==> config.mk <==
export PLATFORM = sky130hd
export DESIGN_NAME = soct_status_serializer
export DESIGN_NICKNAME = d
export VERILOG_FILES = /design/src/rtl/soct_status_serializer.sv
export SDC_FILE = /design/constraint.sdc
export NUM_CORES = 1
export LEC_CHECK = 0
export ABC_AREA = 1
export ABC_CLOCK_PERIOD_IN_PS = 1800
export CELL_PAD_IN_SITES_DETAIL_PLACEMENT = 1
export CELL_PAD_IN_SITES_GLOBAL_PLACEMENT = 2
export CORE_MARGIN = 2
export CORE_UTILIZATION = 30
export CTS_CLUSTER_SIZE = 24
export DETAILED_ROUTE_END_ITERATION = 10
export PLACE_DENSITY = 0.79
export SLEW_MARGIN = 30
export SYNTH_ARGS = -nofsm -noshare
export SYNTH_HDL_FRONTEND = slang
export SYNTH_SLANG_ARGS = --single-unit
==> constraint.sdc <==
create_clock -name sclk -period 1.8 [get_ports sclk]
set_input_delay 0.36 -clock sclk [delete_from_list [all_inputs] [get_ports sclk]]
set_output_delay 0.36 -clock sclk [all_outputs]
set_load 0.02 [all_outputs]
==> src/rtl/soct_status_serializer.sv <==
// Serial status read-out port: latches status_in on an xlat fall and shifts it out on sck edges.
// Optional SOCT_PARITY_EN appends an even-parity bit after the last data bit.
module soct_status_serializer #(
    parameter int WIDTH       = 18,
    parameter bit MSB_FIRST   = 1'b1,
    parameter bit SHIFT_EDGE  = 1'b0,
    parameter int SYNC_STAGES = 2,
    parameter bit FILL_BIT    = 1'b0
) (
    input  logic                         sclk,
    input  logic                         rst_n,
    input  logic                         xlat,
    input  logic                         sck,
    input  logic [WIDTH-1:0]             status_in,
    output logic                         sdo,
`ifdef SOCT_PARITY_EN
    output logic [$clog2(WIDTH+3)-1:0]   bit_cnt,
`else
    output logic [$clog2(WIDTH+2)-1:0]   bit_cnt,
`endif
    output logic                         word_done,
    output logic                         overrun,
    output logic                         load_stb
);

`ifdef SOCT_PARITY_EN
    localparam int SW = WIDTH + 1;
`else
    localparam int SW = WIDTH;
`endif
    localparam int            CW        = $clog2(SW + 2);
    localparam logic [CW-1:0] CNT_LAST  = CW'(SW - 1);
    localparam logic [CW-1:0] CNT_EMPTY = CW'(SW);
    localparam logic [CW-1:0] CNT_SAT   = CW'(SW + 1);
    localparam logic          SCK_IDLE  = !SHIFT_EDGE;

    logic [SYNC_STAGES-1:0] xlat_sync;
    logic [SYNC_STAGES-1:0] sck_sync;
    logic                   xlat_prev;
    logic                   sck_prev;
    logic                   xlat_s;
    logic                   sck_s;
    logic                   load;
    logic                   shift;
    logic [SW-1:0]          load_word;
    logic [SW-1:0]          shifter;

    // Chains reset to the idle levels so releasing rst_n never looks like an edge.
    always_ff @(posedge sclk or negedge rst_n) begin
        if (!rst_n) begin
            xlat_sync <= '1;
            xlat_prev <= 1'b1;
            sck_sync  <= {SYNC_STAGES{SCK_IDLE}};
            sck_prev  <= SCK_IDLE;
        end else begin
            // NOTE: non-blocking assignments keep every flop sampling pre-edge values.
            xlat_sync <= {xlat_sync[SYNC_STAGES-2:0], xlat};
            xlat_prev <= xlat_sync[SYNC_STAGES-1];
            sck_sync  <= {sck_sync[SYNC_STAGES-2:0], sck};
            sck_prev  <= sck_sync[SYNC_STAGES-1];
        end
    end

    assign xlat_s = xlat_sync[SYNC_STAGES-1];
    assign sck_s  = sck_sync[SYNC_STAGES-1];
    assign load   = xlat_prev && !xlat_s;
    assign shift  = (sck_s == SHIFT_EDGE) && (sck_prev != SHIFT_EDGE) && !load;

    // Word image arranged so that the first bit to leave sits in the top of the shifter.
    always_comb begin
        // NOTE: default assignment first so no path through the block infers a latch.
        load_word = '0;
        for (int i = 0; i < WIDTH; i++) begin
            load_word[SW-1-i] = MSB_FIRST ? status_in[WIDTH-1-i] : status_in[i];
        end
`ifdef SOCT_PARITY_EN
        load_word[0] = ^status_in;
`endif
    end

    always_ff @(posedge sclk or negedge rst_n) begin
        if (!rst_n) begin
            shifter   <= '0;
            sdo       <= 1'b0;
            bit_cnt   <= '0;
            word_done <= 1'b0;
            overrun   <= 1'b0;
            load_stb  <= 1'b0;
        end else begin
            load_stb  <= load;
            word_done <= shift && (bit_cnt == CNT_LAST);
            sdo       <= shifter[SW-1];
            if (load) begin
                shifter <= load_word;
                bit_cnt <= '0;
                overrun <= 1'b0;
            end else if (shift) begin
                shifter <= {shifter[SW-2:0], FILL_BIT};
                if (bit_cnt != CNT_SAT) begin
                    bit_cnt <= bit_cnt + CW'(1);
                end
                if (bit_cnt >= CNT_EMPTY) begin
                    overrun <= 1'b1;
                end
            end
        end
    end

endmodule

==> metrics.cfg, run 1 <==
[yosys]
synth_edf_count = 0
synth_cell_type_count = 22
synth_top_area_frac = 0.465
synth_fp_nets = 185
synthTopCellsByCount = nand2_1 (66), dfrtp_1 (27), nand3_1 (19)
seq_area_frac_synth = 0.573
avgSynthCellArea_um2 = 9.09
synth-main-ff-cell = dfrtp_1
synth_area_leader_cell = dfrtp_1
synthTopCellsByArea = dfrtp_1 (46%), nand2_1 (17%), dfstp_2 (11%)
yosysMostFrequentCell = nand2_1
postSynthCellCount = 160
async_flop_share = 1.00
postSynthRegisterBits = 33
mappedNetlistArea_um2 = 1450
ys_warn_count = 0

[clock_network]
postCtsSetupBuffers = 0
path_clk_slew_ps = 70
root_buffer = clkbuf_8
clock_latency_ps = 290
cts_buffers = 5
clock-sinks = 33
cts_tree = built
h-tree-depth = 2
clockBufferDepth = 2

[finish]
drive_gt1_frac = 0.128
final_core_utilization = 0.407
n_antenna_cell = 0
nets = 220
area_growth_pct = 31.3
fin_area_um2 = 1910

[timing]
final-max-slew-violation-count = 0
min_period_ps = 1740
fin_worst_skew_ps = 10.4
maxSlewHeadroom = 0.712
worstMarginPinSlew_ps = 432
period_share = 0.966
hold_viol_final = 0
rsz0062_at_grt = false
fin_setup_tns_ps = 0
max_freq_mhz = 575
setup_viol = 0
hold_ws_ps = 357

[worst_setup_path]
critPathKind = reg2out
crit_family = buffers and inverters
path_max_fanout = 6
cp.required_ps = 1440
r2r_slack_ps = 420
start_kind = flop
crit_path_top_delay_cell = clkdlybuf4s50_1
cp_cell_sequence = clkdlybuf4s50_1
crit_path_end_kind = output pin
crit_path_max_incr_delay_ps = 650
critPathLaunch = bit_cnt[0]$_DFFE_PN0P_
regToRegStartpoint = bit_cnt[1]$_DFFE_PN0P_
path_buf_inv = 1
crit_arrival_ps = 1380

[floorplan]
start_util = 0.310
core-area_um2 = 4690
die_w_um = 73.6
die_area_um2 = 5420
pin_count = 31
row_count = 25
die_y_um = 73.6

[placement]
place_area_um2 = 1790
io_buffers = 30
dp_hpwl_um = 2250
gp_congestion = 0.808

[drt]
drtAntennaViolNets = 0
drc_errors = 0
wire_per_inst_um = 13.0
first_pass_iters = 4
routed_wl_um = 3260
vias_per_cell = 4.73
drtIter0Drc = 67
vias = 1183

[power]
p_int_uw = 1410
pwr-share-comb = 0.149
p_leak_uw = 0.000929
power.share.clock = 0.383
p_seq_frac = 0.469
swShare = 0.254
p_switching_uw = 482
p_per_area_nw_per_um2 = 994
ir_drop_mv = 0.388

[status]
outcome = complete, no violations

[hold_path]
hp-class = reg2reg
min_from = sck_sync[0]$_DFF_PN1_

[global_route]
grt_max_degree = 34
grt_pass1_wl_um = 5600
grt.overflow.total = 0
antenna_found_initial = 0
grt_pass1_vias = 1251
grt_usage = 0.138

[run]
drv_cap = 0

sequential cells by signal, summed over array words and instances (netlist names):
register,count
xlat_prev,1
word_done,1
bit_cnt,5
sdo,1
load_stb,1
overrun,1
shifter,18
xlat_sync,2
sck_sync,2
sck_prev,1
metrics by stage:
stage / total power, uW / worst slack [ps] / std cells
after floorplan: 1050 / 512 / 160
after global placement: 1180 / 364 / 242
after detailed placement: 1190 / 311 / 242
after CTS: 1930 / 7.74 / 250
after global routing: 2000 / 18.3 / 250
final: 1900 / 60.6 / 250
worst reg2reg max path, cell delays in order, from the launching register on:
cell and delay [ps]:
dfrtp_1 470, ha_1 290, nand2_1 100, inv_1 70, nand2_1 60, nand2_1 80
nand2_1 100, o21ai_1 150
logic make-up (layout without fill, tap and decap cells):
logic type	Yosys count	after routing	synth area share
adder cells (fa/ha/maj)	3	3	0.0258
flip-flops	33	33	0.573
AO/OA/AOI/OAI	7	7	0.0258
AND/OR/NAND/NOR	100	100	0.305
buffers and inverters	16	52	0.0645
XOR/XNOR	1	1	0.00603
cell usage in the layout, fill, tap and decap left out, types with 3 or more instances in the layout:
master,netlist,final
inv_1,9,9
ha_1,3,3
nor2_1,6,6
dfrtp_1,27,27
o21ai_1,4,4
dfstp_2,6,6
nand2_1,66,66
clkbuf_8,0,6
clkdlybuf4s50_1,0,28
nand3_1,19,19
final cells by class:
type,count,area [um^2]
Multi-Input combinational cell,111,527
Inverter,13,56.3
Sequential cell,33,833
Clock buffer,7,86.3
Timing Repair Buffer,31,309
Fill cell,546,2780
Clock inverter,1,30.0
Tap cell,54,67.6
power groups by stage:
stage / Combinational, uW / Clock (uW) / Sequential, uW
2_1_floorplan: 140 / 0 / 913
3_3_place_gp: 279 / 0 / 896
3_5_place_dp: 289 / 0 / 902
4_1_cts: 290 / 753 / 889
5_1_grt: 320 / 777 / 902
6_report: 282 / 726 / 889
final timing paths:
path / to / cells past startpoint
max in group asynchronous: sck_sync[0]$_DFF_PN1_ / 2
max: bit_cnt[0] / 1
min reg2reg: sck_sync[1]$_DFF_PN1_ / 0
min: sck_sync[1]$_DFF_PN1_ / 0
min in group asynchronous: overrun$_DFFE_PN0P_ / 2
max reg2reg: bit_cnt[1]$_DFFE_PN0P_ / 7
metal layers:
layer  part of all wire  wire [um]  track usage  up-vias
met1               0.47       1520        0.168      582
met4              0.017         55       0.0545        0
met2               0.47       1540        0.226       25
met3              0.046        151       0.0412        7
li1                   -          -            -      569
met5                  0          0            0        -
repair_timing:
action                                 4_1_cts  5_1_grt
gates resized for setup                      1        1
pin swaps                                    0        0
gates cloned                                 0        0
setup endpoints to repair                    1        1
hold buffers                                 0        0
endpoints found under the hold margin        0        0
Note: power is estimated with default switching activity, not from simulation.
==> inputs of run 2 (changes only) <==
Settings changed: DONT_BUFFER_PORTS set to 1, PLACE_DENSITY 0.79 to 0.66, SKIP_CTS_REPAIR_TIMING set to 1.
==> metrics.cfg, run 2 (synthesis gave the netlist of run 1 again) <==
[global_route]
grt.overflow.total = 0  ; unchanged
grt_pass1_vias = 1117  ; -11%
grt_pass1_wl_um = 5330  ; -4.8%
grt_usage = 0.132  ; -0.00582
grt_max_degree = 34  ; unchanged
antenna_found_initial = 0  ; unchanged

[clock_network]
root_buffer = clkbuf_8
cts_buffers = 5  ; unchanged
clock-sinks = 33  ; unchanged
path_clk_slew_ps = 70  ; about the same
h-tree-depth = 2  ; unchanged
clock_latency_ps = 280  ; about the same
clockBufferDepth = 2  ; unchanged
cts_tree = built

[worst_setup_path]
critPathKind = reg2reg
cp.required_ps = 2000  ; +560 ps
path_max_fanout = 6  ; unchanged
crit_arrival_ps = 1530  ; +150 ps
start_kind = flop
crit_path_end_kind = flop

[finish]
regMostFlops = shifter
reg.largest.list = shifter: 18 flops, bit_cnt: 5 flops
nets = 193  ; -12%
drive_gt1_frac = 0.160  ; +0.0322
n_antenna_cell = 0  ; unchanged
final_common_cell = nand2_1
final_cell_mix = nand2_1 (66), dfrtp_1 (27), nand3_1 (19), inv_1 (9)
area_growth_pct = 10.8
largest_reg_flops = 18  ; unchanged

[drt]
vias_per_cell = 4.74  ; +0.26%
wire_per_inst_um = 14.2  ; +8.7%
drtAntennaViolNets = 0  ; unchanged
vias = 1058  ; -11%
routed_wl_um = 3160  ; -3.1%
drtIter0Drc = 52  ; -22%
first_pass_iters = 4  ; unchanged
drc_errors = 0  ; unchanged

[floorplan]
row_count = 25  ; unchanged
core-area_um2 = 4690  ; unchanged
die_area_um2 = 5420  ; unchanged
start_util = 0.310  ; unchanged
die_y_um = 73.6  ; unchanged
pin_count = 31  ; unchanged
die_w_um = 73.6  ; unchanged

[timing]
setup_viol = 0  ; unchanged
rsz0062_at_grt = false
maxSlewHeadroom = 0.740  ; +0.0276
hold_viol_final = 0  ; unchanged
final-max-slew-violation-count = 0  ; unchanged
max_freq_mhz = 750  ; +30%
hold_ws_ps = 78.3  ; -279 ps
period_share = 0.741  ; -0.225
fin_setup_tns_ps = 0  ; unchanged
min_period_ps = 1330  ; -405 ps
fin_worst_skew_ps = 9.43  ; -0.948 ps
worstMarginPinSlew_ps = 391  ; -41.5 ps

[placement]
dp_hpwl_um = 2160  ; -3.9%
io_buffers = 0  ; -100%
gp_congestion = 0.838  ; +3.7%

[status]
outcome = complete, no violations

[run]
drv_cap = 0  ; unchanged

[hold_path]
hp-class = in2reg

[power]
ir_drop_mv = 0.397  ; +2.3%
p_leak_uw = 0.000799  ; -14%
p_per_area_nw_per_um2 = 1020  ; +2.6%
total_power_uw = 1640  ; -13%

==> run 2: worst paths after layout <==
path                       depth (start not counted)                      end  slack, ps                    from
setup / recovery                                   7   bit_cnt[2]$_DFFE_PN0P_        470  bit_cnt[0]$_DFFE_PN0P_
hold / removal                                     0   xlat_sync[0]$_DFF_PN1_         80                    xlat
setup reg to reg                                   7   bit_cnt[2]$_DFFE_PN0P_        470  bit_cnt[0]$_DFFE_PN0P_
hold reg to reg                                    0    sck_sync[1]$_DFF_PN1_        360   sck_sync[0]$_DFF_PN1_
max in group asynchronous                          2    sck_sync[0]$_DFF_PN1_       1000                   rst_n
min in group asynchronous                          2  shifter[17]$_DFFE_PN0P_        550                   rst_n
==> run 2: final cells by class <==
cell class	instances	area (um^2)
sequential	33	833
multi-input combinational	111	527
inverter	13	56.3
tap	54	67.6
clock buffer	6	72.6
fill	574	3080
timing repair buffer	4	45.0
clock inverter	2	10.0
==> run 2: report_power, final <==
part | switching, uW | leakage [uW] | internal (uW)
sequential | 67.1 | 0.000407 | 832
clock | 269 | 0.0000450 | 268
combinational | 131 | 0.000347 | 75.8
total | 467 | 0.000799 | 1180
==> run 2: critical path, cell delays in order, from the launching register on <==
cell and delay (ps):
dfrtp_1 440, ha_1 250, nand2_1 100, inv_1 70
nand2_1 60, nand2_1 80, nand2_1 100, o21ai_1 160
==> run 2: routing by layer <==
metal | wire length (um) | track usage
met5 | 0 | 0
met4 | 15 | 0.0424
met3 | 196 | 0.0549
met2 | 1460 | 0.195
met1 | 1480 | 0.174
==> run 2: through the flow <==
stage / worst slack (ps) / instance area (um^2) / utilization / cells
6_report: 466 / 1610 / 0.343 / 223
3_3_place_gp: 521 / 1500 / 0.319 / 213
3_5_place_dp: 489 / 1500 / 0.319 / 213
2_1_floorplan: 512 / 1450 / - / 160
5_1_grt: 314 / 1610 / 0.343 / 223
4_1_cts: 463 / 1580 / 0.337 / 221
